**src/rtl/regfile_write_arbiter.sv**
```systemverilog
// Round-robin arbiter sharing the LC-3 register file write port,
// with per-requester lock and a one-entry registered issue stage.
module regfile_write_arbiter #(
  parameter int WIDTH = 16,
  parameter int N_REQ = 3
) (
  input  logic                   clk,
  input  logic                   rst,
  input  logic                   stall,
  input  logic [N_REQ-1:0]       req_valid,
  input  logic [N_REQ-1:0]       req_lock,
  input  logic [3*N_REQ-1:0]     req_addr,
  input  logic [WIDTH*N_REQ-1:0] req_data,
  output logic [N_REQ-1:0]       req_ready,
  output logic [7:0]             rf_wr_en,
  output logic [WIDTH-1:0]       rf_d,
  output logic [7:0]             rf_pending
);

  localparam int PW = (N_REQ > 1) ? $clog2(N_REQ) : 1;

  logic [PW-1:0]    rr_ptr;
  logic [PW-1:0]    lock_owner;
  logic             lock_active;
  logic             iss_valid;
  logic [2:0]       iss_addr;
  logic [WIDTH-1:0] iss_data;

  logic             gnt_any;
  logic [PW-1:0]    gnt_idx;
  logic [2:0]       sel_addr;
  logic [WIDTH-1:0] sel_data;
  logic             sel_lock;

  // A held lock excludes everyone else, even while its owner is idle.
  always_comb begin
    int idx;
    gnt_any   = 1'b0;
    gnt_idx   = '0;
    req_ready = '0;
    idx       = 0;
    if (!rst && !stall) begin
      if (lock_active) begin
        if (req_valid[lock_owner]) begin
          gnt_any = 1'b1;
          gnt_idx = lock_owner;
        end
      end else begin
        for (int k = 0; k < N_REQ; k++) begin
          idx = (int'(rr_ptr) + k) % N_REQ;
          if (!gnt_any && req_valid[idx]) begin
            gnt_any = 1'b1;
            gnt_idx = PW'(idx);
          end
        end
      end
      if (gnt_any) req_ready[gnt_idx] = 1'b1;
    end
  end

  always_comb begin
    sel_addr = '0;
    sel_data = '0;
    sel_lock = 1'b0;
    for (int i = 0; i < N_REQ; i++) begin
      if (gnt_idx == PW'(i)) begin
        sel_addr = req_addr[3*i +: 3];
        sel_data = req_data[WIDTH*i +: WIDTH];
        sel_lock = req_lock[i];
      end
    end
  end

  always_ff @(posedge clk or posedge rst) begin
    if (rst) begin
      rr_ptr      <= '0;
      lock_owner  <= '0;
      lock_active <= 1'b0;
      iss_valid   <= 1'b0;
      iss_addr    <= '0;
      iss_data    <= '0;
    end else begin
      iss_valid <= gnt_any;
      if (gnt_any) begin
        iss_addr <= sel_addr;
        iss_data <= sel_data;
        if (sel_lock) begin
          lock_active <= 1'b1;
          lock_owner  <= gnt_idx;
        end else begin
          lock_active <= 1'b0;
          rr_ptr      <= (gnt_idx == PW'(N_REQ-1)) ? '0 : gnt_idx + 1'b1;
        end
      end
    end
  end

  assign rf_wr_en   = iss_valid ? (8'd1 << iss_addr) : 8'd0;
  assign rf_d       = iss_data;
  assign rf_pending = rf_wr_en;

endmodule

```
**config.mk**
```make
export PLATFORM = sky130hd
export DESIGN_NAME = regfile_write_arbiter
export DESIGN_NICKNAME = d
export VERILOG_FILES = /design/src/rtl/regfile_write_arbiter.sv
export SDC_FILE = /design/constraint.sdc
export NUM_CORES = 1
export LEC_CHECK = 0
export CORE_MARGIN = 4
export CORE_UTILIZATION = 35
export CTS_BUF_LIST = sky130_fd_sc_hd__clkbuf_8
export DETAILED_ROUTE_END_ITERATION = 8
export GPL_TIMING_DRIVEN = 0
export PLACE_DENSITY = 0.77
export SYNTH_ARGS = -nofsm -noshare
export SYNTH_HDL_FRONTEND = slang
export SYNTH_SLANG_ARGS = --single-unit
```
**constraint.sdc**
```tcl
create_clock -name clk -period 2.28 [get_ports clk]
set_input_delay 0.228 -clock clk [delete_from_list [all_inputs] [get_ports clk]]
set_output_delay 0.228 -clock clk [all_outputs]
set_load 0.01 [all_outputs]
```
# Word-level counts from Yosys, hierarchy flattened
# Index checks and enable logic that the tools add are counted.
dict set report totals {
  regBits 25
  input_bits 66
  output_inout_bits 35
  elab_cells 78
}
dict set report classes {
  div 3
  addsub 3
  n_bitwise 1
  order_cmp 6
  eq_ne 2
  n_mux 45
  n_shift 1
  n_reduce_logical 11
}
# operator count
set op_table {}
lappend op_table {{$lt 32x4->1 const B} 3}
lappend op_table {{$mod 32x3->32 const B} 2}
lappend op_table {{$mux 16} 3}
lappend op_table {{$mod 3x3->32 const B} 1}
lappend op_table {{$mux 1} 23}
lappend op_table {{$mux 2} 8}
lappend op_table {{$mux 3} 5}
lappend op_table {{$bmux 1 s2} 4}
lappend op_table {{$mux 8} 1}
lappend op_table {{$shl 1x3->8 const A} 1}
lappend op_table {{$lt 2x3->1 const B} 2}
lappend op_table {{$logic_and 1x1->1} 4}
lappend op_table {{$logic_not 1->1} 4}
lappend op_table {{$reduce_and 2->1} 2}
lappend op_table {{$add 2x1->3 const B} 1}
lappend op_table {{$add 2x2->3 const B} 1}
lappend op_table {{$add 2x1->2 const B} 1}
lappend op_table {{$demux 1 s2} 1}
lappend op_table {{$eq 2x1->1 const B} 1}
lappend op_table {{$eq 2x2->1 const B} 1}
lappend op_table {{$ge 2x1->1 const B} 1}
lappend op_table {{$logic_not 2->1} 1}
lappend op_table {{$not 1->1} 1}

# Logic depth before layout (Yosys ltp)
dict set report logic_depth {
  word_depth 24
  depth_mapped 10
  ltp_nobuf 9
}

# Worst setup path before layout
# OpenSTA, ideal clock, no wires.
dict set report synth_timing {
  path_type {reg2reg}
  start {register rr_ptr[1]}
  end {register iss_addr[1]}
  stages_incl_launch_ff 11
  setup_ns 0.134
  setup_slack_ns -0.075
  synth_period_minus_slack_ns 2.355
  arrival_ns 2.222
  t_required_ns 2.146
  path_buffers 1
  path_cell_list {dfrtp_1 inv_1 ha_1 mux2i_1 mux2i_1 or2_2 o311ai_2 nor3_1 buf_2 a22oi_1 o21ai_0}
}
dict set report synth_via {
  elab_chain_cells 22
  word_cells_on_any_way 40
  cone_classes {add/sub: 2; div: 3; eq/ne: 2; mux: 28; reduce/logical: 5}
}
# element line_no
set synth_rtl {}
lappend synth_rtl {{from (decl)} 22} ;# logic [PW-1:0] rr_ptr;
lappend synth_rtl {{from (signal assigned)} 92} ;# rr_ptr <= (gnt_idx == PW'(N_REQ-1)) ? '0 : gnt_idx + 1'b1;
lappend synth_rtl {{parallel branches: the longest is 22 deep, another holds $mod 32x3->32} -}
lappend synth_rtl {{to (signal assigned)} 85} ;# iss_addr <= sel_addr;
lappend synth_rtl {{to (decl)} 26} ;# logic [2:0] iss_addr;
# Parallel ways; which one is timed is not known. The select of a mux whose other input is x is not followed.
# A chain may end at the register's enable or synchronous reset.

# Worst setup path after layout
dict set report layout_timing {
  start {register rr_ptr[1]}
  end {output port req_ready[0]}
}
dict set report layout_via {
  elab_chain_cells 23
  word_cells_on_any_way 39
  cone_classes {add/sub: 2; div: 3; order compare: 2; mux: 27; reduce/logical: 5}
}
# element line_no
set layout_rtl {}
lappend layout_rtl {{parallel branches: the longest is 21 deep, another holds $mod 32x3->32} -}
lappend layout_rtl {{$mux 3 (*)} 57} ;# if (gnt_any) req_ready[gnt_idx] = 1'b1;
lappend layout_rtl {{$mux 3 (*)} 42} ;# if (!rst && !stall) begin
lappend layout_rtl {{to (decl)} 14} ;# output logic [N_REQ-1:0] req_ready,
# Every way passes the cells marked *. The select of a mux whose other input is x is not followed.

==> impl_metrics.ini <==
[synth]
netlist_top_cells_count = a22oi_1, dfrtp_1, o21ai_0
synth-seq-cells = 25
synthesis.instances = 186
synthesis.yosys.warnings = 0
avgSynthCellArea_um2 = 9.09
synth_most_common_cell = a22oi_1
share_of_the_synthesized_area_in_the_top_cell_type_pct = 37.0
synth_edf_count = 0
synth_top_area_cell = dfrtp_1
synthArstFlopShare_pct = 100
ys.flop_type = dfrtp_1
postSynthNetCount = 256
synth_area_leaders = dfrtp_1, a22oi_1, o21ai_0, buf_4, ha_1
sequential_share_of_the_synthesized_area_pct = 37.0
netlist_area_pre_place_mm2 = 0.00169
post_synth_num_cell_types = 43

[power_and_ir_drop]
pwr-share-seq_pct = 24.4
pwr_density_mw_per_mm2 = 1030
p_sw_share_pct = 40.1
leakagePower_nw = 1.26
power.share.clock_pct = 8.1
p_comb_share_pct = 67.4
power_report.internal_total_mw = 1.97
ir_drop_mv = 0.509
net-switching-power_mw = 1.32

[finish]
fillers = 378
areaGrowthSynthToFinish_pct = 88.0
ant_cells = 0
multi_input_gate_area_in_the_final_layout_mm2 = 0.00111
seqCellArea_um2 = 627
postLayoutCoreUtil_pct = 67.8
nets = 380
final_design_area_no_fill_mm2 = 0.00318
drive_gt1_share_pct = 26.5

[cts]
postCtsHoldBufs = 0
clock_tree.htree_level_count = 1
cts_buffer_depth = 2
clock_tree_root_driver_cell = clkbuf_8
number_of_cts_inserted_buffers = 3
clk_latency_ns = 0.27
tritoncts = built
tritoncts_num_sinks = 25
clk_pin_slew_worst_paths_ns = 0.09

[floorplan]
starting_density_of_the_core_pct = 36.1
dieHeight_um = 77.5
fp.coreArea_mm2 = 0.00469
fp.dieArea_mm2 = 0.00601
pin_count = 101
die-width_um = 77.5
placementRows = 25

[flow_run]
cap_violations = 0

[sta]
transition_time_at_the_pin_with_the_least_slew_margin_ns = 0.979
setup_slack_ns = -0.300
grt_setup_unrepaired = yes
finalHoldViolCount = 0
final.setup_skew_ns = 0.00417
max-slew-margin-rel_pct = 34.7
setup-violations-final = 28
layout_worst_path_cycle_share_pct = 113
timing.final.max_slew_violations = 0
clock.fmax_mhz = 388
period_minus_slack_ns = 2.58

[route]
firstDrtPassIters = 4
postRouteWirelength_mm = 6.07
post-route-drc-count = 0
count_of_vias_placed_by_the_detailed_router = 1940
dr.first_iter.drc_count = 112
vias_per_cell = 5.34
avgRoutedWirePerCell_um = 16.7
postRouteAntennaNets = 0

[critical_path]
setup.worst_path.class = register to output pin
crit_path_max_fo = 7
critical_path.startpoint_type = register
timing.critical_path.arrival_ns = 2.35
critical_path.endpoint_type = output pin
required_time_reported_for_the_critical_path_endpoint_ns = 2.05

[global_route]
grt_start_max_net_pins = 26
grt_pass1_wl_mm = 9.65
grt_pass1_vias = 2009
groute.usage.overall_pct = 19.9
overflow = 0
grt_antenna_before_repair = 0

[placement]
placed_cell_area_mm2 = 0.00278
hpwlAfterDp_mm = 4.12
routabilityCongestion = 0.825
pre_cts_ws_ns = -0.857
numPortBuffers = 100

[min_path]
hold_path_class = register to register

[status]
failing_checks = setup timing
outcome = finished with violations
## repair_timing
action                                  in CTS  in global routing
buffers inserted                            16                  2
endpoints found under the setup margin      27                 28
gates resized for setup                     75                 14
gates cloned                                 2                  0
endpoints found under the hold margin        0                  0
pin swaps                                   11                  4
## path summary, 6_finish.rpt
path | startpoint | endpoint | slack [ns] | cells after the start
worst min-delay path | rf_d[3] | rf_d[3] | 0.52 | 2
worst max-delay path | rr_ptr[1] | req_ready[0] | -0.30 | 9
worst max register to register | rr_ptr[0] | rr_ptr[0] | -0.27 | 10
worst min register to register | rf_d[3] | rf_d[3] | 0.52 | 2
max in group asynchronous | rst | rr_ptr[0] | 1.06 | 2
min in group asynchronous | rst | lock_owner[0] | 0.56 | 2
## power by group through the flow
stage | clock (mW) | sequential [mW] | combinational (mW)
2_1_floorplan | 0 | 0.849 | 0.922
3_3_place_gp | 0 | 0.795 | 1.65
3_5_place_dp | 0 | 0.802 | 1.66
4_1_cts | 0.270 | 0.795 | 2.11
5_1_grt | 0.288 | 0.834 | 2.38
6_report | 0.267 | 0.802 | 2.21
## routing by layer
metal | vias to the layer above | wire length [um] | GRT usage, %
met1 | 934 | 2480 | 23.9
met3 | 4 | 365 | 4.06
met4 | 0 | 42 | 5.34
li1 | 945 | - | -
met5 | - | 0 | 0
met2 | 57 | 3180 | 35.8
## layout make-up
cell class	count	share of cell area, %
Timing Repair Buffer	120	36.9
Multi-Input combinational cell	138	35.0
Sequential cell	25	19.7
Buffer	16	4.05
Tap cell	54	2.12
Clock buffer	3	1.30
Inverter	6	0.787
Clock inverter	1	0.157
## cells by family (layout without fill, tap and decap cells)
kind of cell    Yosys count  after routing  synth area share, %
compound gates           82             82                 33.7
simple gates             49             49                 17.4
buf+inv                  23            146                 7.25
mux                       3              3                 1.78
flops                    25             25                 37.0
fa+ha+maj                 4              4                 2.96
## worst max-delay path: stages (launching register included)
cell and delay (ns):
dfrtp_1 0.41, buf_6 0.13, ha_4 0.17, and3b_1 0.17
o21ai_1 0.12, or3b_4 0.42, o21a_4 0.27, nor3_4 0.16
buf_6 0.14, buf_6 0.09
## state kept, by name, indices dropped and copies added, names as in the netlist
| signal | flops |
|---|---|
| lock_active | 1 |
| lock_owner | 2 |
| rf_d | 16 |
| rr_ptr | 2 |
| iss_addr | 3 |
| iss_valid | 1 |
## cells in the final DEF (no fill, tap or decap), drive strengths merged, types with 2 or more instances in the layout
master and count:
mux2i 3, and2b 2, o21a 2, dfrtp 25
nor2 11, nand2b 6, inv 6, buf 33
nor3 5, a22oi 38, nor2b 3, nand3 2
a32oi 2, clkdlybuf4s50 97, a21oi 4, clkbuf 9
or2 2, o21ai 26, nand2 9, ha 4
## stage by stage
| step | hold WS [ns] | power (mW) | cells | setup TNS (ns) |
|---|---|---|---|---|
| after global routing | 0.553 | 3.51 | 363 | -8.37 |
| after floorplan | 0.255 | 1.77 | 186 | 0 |
| after CTS | 0.531 | 3.18 | 361 | -3.88 |
| after detailed placement | 0.505 | 2.47 | 340 | -9.56 |
| final | 0.524 | 3.28 | 363 | -5.53 |
| after global placement | 0.496 | 2.44 | 340 | -9.77 |
(Power assumes the default switching activity.)
